File: config.mk
export PLATFORM = sky130hd
export DESIGN_NAME = cfs_apb_master
export DESIGN_NICKNAME = d
export VERILOG_FILES = /design/src/rtl/cfs_apb_master.sv
export SDC_FILE = /design/constraint.sdc
export NUM_CORES = 1
export LEC_CHECK = 0
export ABC_AREA = 1
export CORE_MARGIN = 2
export CORE_UTILIZATION = 44
export DETAILED_ROUTE_END_ITERATION = 16
export GPL_ROUTABILITY_DRIVEN = 1
export PLACE_DENSITY = 0.85
export SYNTH_ARGS = -nofsm -noshare
export SYNTH_HDL_FRONTEND = slang
export SYNTH_SLANG_ARGS = --single-unit
File: constraint.sdc
create_clock -name pclk -period 3.3 [get_ports pclk]
set_input_delay 0.495 -clock pclk [delete_from_list [all_inputs] [get_ports pclk]]
set_output_delay 0.495 -clock pclk [all_outputs]
set_load 0.02 [all_outputs]
File: src/rtl/cfs_apb_master.sv
// cfs_apb_master: APB3 requester bridging a valid/ready request channel to the bus and returning responses, with a wait-state timeout
module cfs_apb_master #(
    parameter int ADDR_WIDTH = 16,
    parameter int DATA_WIDTH = 32,
    parameter int TIMEOUT    = 16
) (
    input  logic                  pclk,
    input  logic                  preset,
    input  logic                  req_valid,
    output logic                  req_ready,
    input  logic [ADDR_WIDTH-1:0] req_addr,
    input  logic                  req_write,
    input  logic [DATA_WIDTH-1:0] req_wdata,
    output logic                  rsp_valid,
    input  logic                  rsp_ready,
    output logic [DATA_WIDTH-1:0] rsp_rdata,
    output logic                  rsp_slverr,
    output logic                  rsp_timeout,
    output logic                  psel,
    output logic                  penable,
    output logic [ADDR_WIDTH-1:0] paddr,
    output logic                  pwrite,
    output logic [DATA_WIDTH-1:0] pwdata,
    input  logic                  pready,
    input  logic [DATA_WIDTH-1:0] prdata,
    input  logic                  pslverr
);
    localparam int CW = TIMEOUT > 0 ? $clog2(TIMEOUT + 1) : 1;

    typedef enum logic [1:0] {IDLE, SETUP, ACCESS, RESP} state_t;

    state_t                state_q, state_d;
    logic [CW-1:0]         cnt_q, cnt_d;
    logic                  req_ready_q, req_ready_d;
    logic                  psel_q, psel_d;
    logic                  penable_q, penable_d;
    logic                  pwrite_q, pwrite_d;
    logic [ADDR_WIDTH-1:0] paddr_q, paddr_d;
    logic [DATA_WIDTH-1:0] pwdata_q, pwdata_d;
    logic                  rsp_valid_q, rsp_valid_d;
    logic [DATA_WIDTH-1:0] rsp_rdata_q, rsp_rdata_d;
    logic                  rsp_slverr_q, rsp_slverr_d;
    logic                  rsp_timeout_q, rsp_timeout_d;
    logic                  expired;

    assign expired = (TIMEOUT != 0) && (cnt_q == CW'(TIMEOUT));

    always_comb begin
        state_d       = state_q;
        cnt_d         = cnt_q;
        req_ready_d   = req_ready_q;
        psel_d        = psel_q;
        penable_d     = penable_q;
        pwrite_d      = pwrite_q;
        paddr_d       = paddr_q;
        pwdata_d      = pwdata_q;
        rsp_valid_d   = rsp_valid_q;
        rsp_rdata_d   = rsp_rdata_q;
        rsp_slverr_d  = rsp_slverr_q;
        rsp_timeout_d = rsp_timeout_q;
        case (state_q)
            IDLE: if (req_valid && req_ready_q) begin
                state_d     = SETUP;
                req_ready_d = 1'b0;
                psel_d      = 1'b1;
                paddr_d     = req_addr;
                pwrite_d    = req_write;
                pwdata_d    = req_write ? req_wdata : '0;
            end
            SETUP: begin
                state_d   = ACCESS;
                penable_d = 1'b1;
                cnt_d     = '0;
            end
            ACCESS: if (pready || expired) begin
                state_d       = RESP;
                psel_d        = 1'b0;
                penable_d     = 1'b0;
                rsp_valid_d   = 1'b1;
                rsp_slverr_d  = pready ? pslverr : 1'b1;
                rsp_timeout_d = !pready;
                rsp_rdata_d   = (pready && !pwrite_q) ? prdata : '0;
            end else begin
                cnt_d = (cnt_q == {CW{1'b1}}) ? cnt_q : cnt_q + 1'b1;
            end
            RESP: if (rsp_ready) begin
                state_d     = IDLE;
                rsp_valid_d = 1'b0;
                req_ready_d = 1'b1;
            end
        endcase
    end

    always_ff @(posedge pclk) begin
        if (preset) begin
            state_q       <= IDLE;
            cnt_q         <= '0;
            req_ready_q   <= 1'b1;
            psel_q        <= 1'b0;
            penable_q     <= 1'b0;
            pwrite_q      <= 1'b0;
            paddr_q       <= '0;
            pwdata_q      <= '0;
            rsp_valid_q   <= 1'b0;
            rsp_rdata_q   <= '0;
            rsp_slverr_q  <= 1'b0;
            rsp_timeout_q <= 1'b0;
        end else begin
            state_q       <= state_d;
            cnt_q         <= cnt_d;
            req_ready_q   <= req_ready_d;
            psel_q        <= psel_d;
            penable_q     <= penable_d;
            pwrite_q      <= pwrite_d;
            paddr_q       <= paddr_d;
            pwdata_q      <= pwdata_d;
            rsp_valid_q   <= rsp_valid_d;
            rsp_rdata_q   <= rsp_rdata_d;
            rsp_slverr_q  <= rsp_slverr_d;
            rsp_timeout_q <= rsp_timeout_d;
        end
    end

    assign req_ready   = req_ready_q;
    assign psel        = psel_q;
    assign penable     = penable_q;
    assign pwrite      = pwrite_q;
    assign paddr       = paddr_q;
    assign pwdata      = pwdata_q;
    assign rsp_valid   = rsp_valid_q;
    assign rsp_rdata   = rsp_rdata_q;
    assign rsp_slverr  = rsp_slverr_q;
    assign rsp_timeout = rsp_timeout_q;
endmodule
==> flow_metrics.env, run 1 <==
export IMPL_status="finished, final reports clean"
export IMPL_final_max_slew_viol_count=0
export IMPL_fmax_ghz=0.444
export IMPL_cts_resized=0
export IMPL_cp_num_cells=7
export IMPL_final_setup_viol_count=0
export IMPL_grt_pass1_wl_mm=16.4
export IMPL_cts_buffer_depth=2
export IMPL_holdBufCountCts=0
export IMPL_routed_via_density=5.15
export IMPL_fp_dieW_um=95.9
export IMPL_htree_levels=3
export IMPL_drt_wirelength_per_cell_um=14.5
export IMPL_critPathBufInv=3
export IMPL_core_mm2=0.00822
export IMPL_port_buffers=173
export IMPL_clk_latency_ps=360
export IMPL_post_cts_setup_buffers=0
export IMPL_initial_core_util_pct=45.2
export IMPL_cpPeakStageDelay_ps=550
export IMPL_synthCells=472
export IMPL_grt_overflow_total=0
export IMPL_reg2reg_slack_ps=1050
export IMPL_synth_avg_cell_area_um2=7.87
export IMPL_vdd_drop_max_uv=309
export IMPL_hpwl_mm=7.76
export IMPL_worst_pin_slew_ps=856
export IMPL_power_density_mw_per_mm2=639
export IMPL_final_nets=723
export IMPL_ios=174
export IMPL_slew_headroom_pct=43.0
export IMPL_die_y_um=95.9
export IMPL_vias=3804
export IMPL_clock_root_buffer="clkbuf_8"
export IMPL_multiInputGateArea_mm2=0.00157
export IMPL_drtIter0Drc=126
export IMPL_grt_max_degree=51
export IMPL_hp_class="flip-flop to flip-flop"
export IMPL_r2r_start="state_q[1]"
export IMPL_hold_viol=0
export IMPL_rsz0062_at_grt="false"
export IMPL_crit_chain="inv_1 -> ha_1 -> nand3_2 -> buf_4 -> clkinv_1 -> a21oi_1 -> nor2_1"
export IMPL_drive_gt1_share_pct=4.90
export IMPL_finalCriticalPeriod_ps=2250
export IMPL_skew_ps=14.0
export IMPL_timing_rr_end="psel"
export IMPL_synth_seq_cells=94
export IMPL_crit_path_end_kind="flip-flop"
export IMPL_syn_area_mm2=0.00371
export IMPL_gp_congestion=0.869
export IMPL_grt_pass1_vias=3539
export IMPL_yosys_warnings=0
export IMPL_leakage_nw=2.02
export IMPL_synth_seq_area_share_pct=50.7
export IMPL_fin_crit_sh_pct=68.3
export IMPL_fin_tns_setup_ps=0
export IMPL_worstPathMaxFanout=50
export IMPL_fillers=676
export IMPL_drc=0
export IMPL_tritoncts="done"
export IMPL_dr_pass1_iters=4
export IMPL_hold_start="rsp_timeout"
export IMPL_drt_wl_total_mm=10.7
export IMPL_diodes=0
export IMPL_min_to="rsp_timeout"
export IMPL_numCtsBuffers=9
export IMPL_antenna_found_initial=0
export IMPL_start_kind="flip-flop"
export IMPL_worst_r2r_cell_count=7
export IMPL_cap_violations=0
export IMPL_track_usage_pct=22.9
export IMPL_synth_cell_types=22
export IMPL_areaGrowthSynthToFinish_pct=52.0
export IMPL_final_core_util_pct=68.7
export IMPL_crit_required_ps=3550
export IMPL_hold_depth=2
export IMPL_rows=33
export IMPL_antenna_left=0
export IMPL_die_area_mm2=0.00919
export IMPL_seqCellArea_mm2=0.00188
export IMPL_cp_arrival_ps=2510
export IMPL_slowest_stage="clkinv_1"
export IMPL_cp_top_family="buffers and inverters"
export IMPL_clkSinkCount=94
export IMPL_path_clk_slew_ps=90
export IMPL_synth_nets=567
export IMPL_path_class="flip-flop to flip-flop"
[metrics by stage]
stage / setup WS (ps) / hold slack (ps) / power [mW] / cells / cell area (um2)
2_1_floorplan: 1860 / 472 / 2.28 / 472 / 3710
3_3_place_gp: 872 / 437 / 2.74 / 722 / 5420
3_5_place_dp: 815 / 456 / 2.80 / 722 / 5420
4_1_cts: 1040 / 469 / 3.63 / 738 / 5640
5_1_grt: 806 / 486 / 3.82 / 738 / 5640
6_report: 1050 / 468 / 3.60 / 738 / 5640
[layer usage]
metal / global-route usage, % / vias to the layer above / share of wire, %
met5: 0 / - / 0
met4: 8.57 / 0 / 1.8
li1: - / 1873 / -
met3: 9.01 / 16 / 12
met2: 39.1 / 164 / 48
met1: 25.7 / 1751 / 39
[flip-flops by register name, indices dropped and copies added (netlist names)]
name and flops:
rsp_valid 1, rsp_slverr 1, cnt_q 5, state_q 2, rsp_timeout 1, pwrite 1
psel 1, penable 1, rsp_rdata 32, pwdata 32, req_ready 1, paddr 16
[layout make-up]
cell class / instances / share of cell area [%]
flip-flops and latches: 94 / 33.3
repair buffers: 179 / 31.4
multi-input cells: 327 / 27.9
well taps: 105 / 2.33
clock buffers: 10 / 2.26
clock inverters: 6 / 1.66
inverters: 17 / 1.13
[how the worst max path moves through the flow]
| stage | startpoint | endpoint | slack [ps] |
|---|---|---|---|
| 2_1_floorplan | state_q[0] | cnt_q[2] | 1860 |
| 4_1_cts | state_q[0] | psel | 1040 |
| 5_1_grt | state_q[0] | psel | 810 |
| 3_5_place_dp | req_valid | psel | 810 |
| 6_report | state_q[1] | psel | 1050 |
| 3_3_place_gp | req_valid | psel | 870 |
[Yosys cell counts]
| library cell | count | share of area [%] |
|---|---|---|
| buf_4 | 4 | 0.81 |
| nor2_1 | 11 | 1.1 |
| dfxtp_1 | 94 | 51 |
| buf_1 | 1 | 0.10 |
| nand2_8 | 1 | 0.54 |
| o21ai_4 | 1 | 0.44 |
| nor3_1 | 3 | 0.40 |
| nor2_2 | 3 | 0.51 |
| buf_6 | 5 | 1.5 |
| nand2_1 | 158 | 16 |
| o21ai_0 | 1 | 0.13 |
| clkinv_1 | 1 | 0.10 |
| nand2_2 | 1 | 0.17 |
| nand2_4 | 1 | 0.30 |
| nand3_1 | 11 | 1.5 |
| nand4_1 | 33 | 5.6 |
| ha_1 | 8 | 2.7 |
| buf_2 | 11 | 1.5 |
| clkbuf_1 | 13 | 1.3 |
| nand3_2 | 2 | 0.54 |
| inv_1 | 16 | 1.6 |
| a21oi_1 | 93 | 13 |
[layout by cell type (no fill, tap or decap), types with 2 or more instances in the layout]
cell / synthesis / routed
clkdlybuf4s50_1: 0 / 172
nand2_1: 158 / 158
dfxtp_1: 94 / 94
a21oi_1: 93 / 93
nand4_1: 33 / 33
inv_1: 16 / 16
nor2_1: 11 / 11
nand3_1: 11 / 11
clkbuf_8: 0 / 9
ha_1: 8 / 8
buf_4: 4 / 6
nor2_2: 3 / 3
nor3_1: 3 / 3
nand3_2: 2 / 2
bufinv_16: 0 / 2
inv_6: 0 / 2
[kinds of logic after synthesis]
group                    after synthesis  synth area share (%)
AND/OR/NAND/NOR                      224                  26.6
adder cells (fa/ha/maj)                8                  2.70
AO/OA/AOI/OAI                         95                  13.1
flip-flops                            94                  50.7
buffers and inverters                 51                  6.94
[worst min-delay path: stages (launching register included)]
cell,delay [ps]
dfxtp_1,320
inv_1,50
a21oi_1,60
[power by group]
part | switching (mW) | leakage, nW | internal, mW
Sequential | 0.109 | 0.764 | 1.30
Clock | 0.400 | 0.107 | 0.434
Combinational | 0.809 | 1.15 | 0.557
Total | 1.32 | 2.02 | 2.29
Note: power is estimated with default switching activity, not from simulation.
==> run 2, diff against run 1 <==
--- a/config.mk
+++ b/config.mk
@@ -7,10 +7,10 @@
 export LEC_CHECK = 0
 export ABC_AREA = 1
 export CORE_MARGIN = 2
-export CORE_UTILIZATION = 44
+export CORE_UTILIZATION = 37
 export DETAILED_ROUTE_END_ITERATION = 16
 export GPL_ROUTABILITY_DRIVEN = 1
-export PLACE_DENSITY = 0.85
+export PLACE_DENSITY = 0.76
 export SYNTH_ARGS = -nofsm -noshare
 export SYNTH_HDL_FRONTEND = slang
 export SYNTH_SLANG_ARGS = --single-unit
==> constraint.sdc (replaced) <==
create_clock -name pclk -period 2 [get_ports pclk]
set_input_delay 0.3 -clock pclk [delete_from_list [all_inputs] [get_ports pclk]]
set_output_delay 0.3 -clock pclk [all_outputs]
set_load 0.02 [all_outputs]
==> run 2 against run 1 <==
Compared with the run above: count of clock-buffer cells in the layout grew 1; routed wire length increased by 1.7%; global-route usage down 3.0 points; critical path depth fell by 6; core utilization down 10 points; highest routed layer unchanged.
==> flow_metrics.env, run 2 (synthesis results as in run 1) <==
export IMPL_status="finished, final reports clean"
export IMPL_vdd_drop_max_uv=500
export IMPL_sw_frac_of_total_pct=37.9
export IMPL_port_buffers=173
export IMPL_initial_core_util_pct=38.0
export IMPL_drt_wirelength_per_cell_um=14.1
export IMPL_fin_tns_setup_ps=0
export IMPL_grt_pass1_wl_mm=17.7
export IMPL_final_nets=728
export IMPL_finalCriticalPeriod_ps=1700
export IMPL_die_area_mm2=0.0109
export IMPL_numCtsBuffers=9
export IMPL_path_class="flip-flop to output port"
export IMPL_worstPathMaxFanout=3
export IMPL_clk_latency_ps=350
export IMPL_drive_gt1_share_pct=5.64
export IMPL_dr_pass1_iters=4
export IMPL_slowest_stage="clkdlybuf4s50_1"
export IMPL_worst_pin_slew_ps=407
export IMPL_cts_buffer_depth=2
export IMPL_fp_dieW_um=104
export IMPL_crit_required_ps=1700
export IMPL_cpPeakStageDelay_ps=660
export IMPL_cp_top_family="buffers and inverters"
export IMPL_slew_headroom_pct=72.9
export IMPL_rows=36
export IMPL_holdBufCountCts=0
export IMPL_leakage_nw=2.04
export IMPL_grt_overflow_total=0
export IMPL_whs_ps=336
export IMPL_drtIter0Drc=92
export IMPL_net_switching_power_mw=2.20
export IMPL_hold_viol=0
export IMPL_die_y_um=104
export IMPL_final_common_cell="clkdlybuf4s50_1"
export IMPL_core_mm2=0.00977
export IMPL_cap_violations=0
export IMPL_hpwl_mm=7.93
export IMPL_clock_root_buffer="clkbuf_8"
export IMPL_power_density_mw_per_mm2=1010
export IMPL_critPathBufInv=1
export IMPL_drc=0
export IMPL_rsz0062_at_grt="false"
export IMPL_path_clk_slew_ps=90
export IMPL_clkSinkCount=94
export IMPL_fin_crit_sh_pct=85.1
export IMPL_routed_via_density=4.95
export IMPL_track_usage_pct=19.9
export IMPL_hp_class="input port to flip-flop"
export IMPL_layout_common_cells="clkdlybuf4s50_1, nand2_1, dfxtp_1"
export IMPL_clock_power_share_pct=20.3
export IMPL_grt_pass1_vias=3728
export IMPL_cp_arrival_ps=1400
export IMPL_areaGrowthSynthToFinish_pct=54.0
export IMPL_tritoncts="done"
export IMPL_antenna_found_initial=0
export IMPL_cts_resized=0
export IMPL_pwr_share_comb_pct=39.9
export IMPL_gp_congestion=0.782
export IMPL_htree_levels=3
export IMPL_crit_path_end_kind="output port"
export IMPL_drt_wl_total_mm=10.9
export IMPL_diodes=0
export IMPL_vias=3818
export IMPL_antenna_left=0
export IMPL_fmax_ghz=0.588
export IMPL_power_internal_mw=3.61
export IMPL_skew_ps=10.1
export IMPL_post_cts_setup_buffers=0
export IMPL_p_seq_share_pct=39.8
export IMPL_crit_chain="clkdlybuf4s50_1"
export IMPL_ios=174
export IMPL_final_setup_viol_count=0
export IMPL_start_kind="flip-flop"
export IMPL_grt_max_degree=44
export IMPL_final_max_slew_viol_count=0
==> run 2: cell types whose count changed in the layout (fill, tap and decap cells not counted), sizes merged <==
cell      before  now
buf            7   12
clkbuf        10   11
clkinv         2    3
clkinvlp       1    2
bufinv         2    0
inv           18   17
==> run 2: worst paths after layout <==
path	slack, ps	startpoint	to	depth (start not counted)
max	300	pwrite	pwrite	1
max reg2reg	370	state_q[0]	rsp_rdata[30]	6
min	340	preset	pwdata[23]	2
min reg2reg	460	rsp_timeout	rsp_timeout	2
==> run 2: final cells by class <==
cell class / instances / area, um2
fillers: 887 / 4060
flip-flops and latches: 94 / 1880
repair buffers: 184 / 1850
multi-input cells: 327 / 1570
well taps: 133 / 166
clock buffers: 11 / 141
inverters: 17 / 63.8
clock inverters: 5 / 43.8
==> run 2: power by group through the flow <==
stage                     Combinational [mW]  Clock, mW  Sequential, mW
after CTS                               2.33       1.21            2.31
after global placement                  2.27          0            2.33
after global routing                    2.54       1.29            2.34
after floorplan                         1.17          0            2.59
final                                   2.31       1.18            2.31
after detailed placement                2.31          0            2.35
==> run 2: metal layers <==
metal | vias to the layer above | routed length, um | GRT usage, %
met4 | 0 | 188 | 7.05
met5 | - | 0 | 0
met1 | 1752 | 4610 | 23.0
li1 | 1882 | - | -
met3 | 13 | 1120 | 8.52
met2 | 171 | 4990 | 32.8
==> run 2: stage by stage <==
step	instance area [um2]	util, %	cells	setup WS (ps)	total power [mW]
finish	5720	58.5	771	299	5.80
global route	5720	58.5	771	242	6.18
CTS	5720	58.5	771	269	5.85
detailed placement	5530	56.6	755	381	4.66
global placement	5530	56.6	755	444	4.60
floorplan	3710	-	472	561	3.76
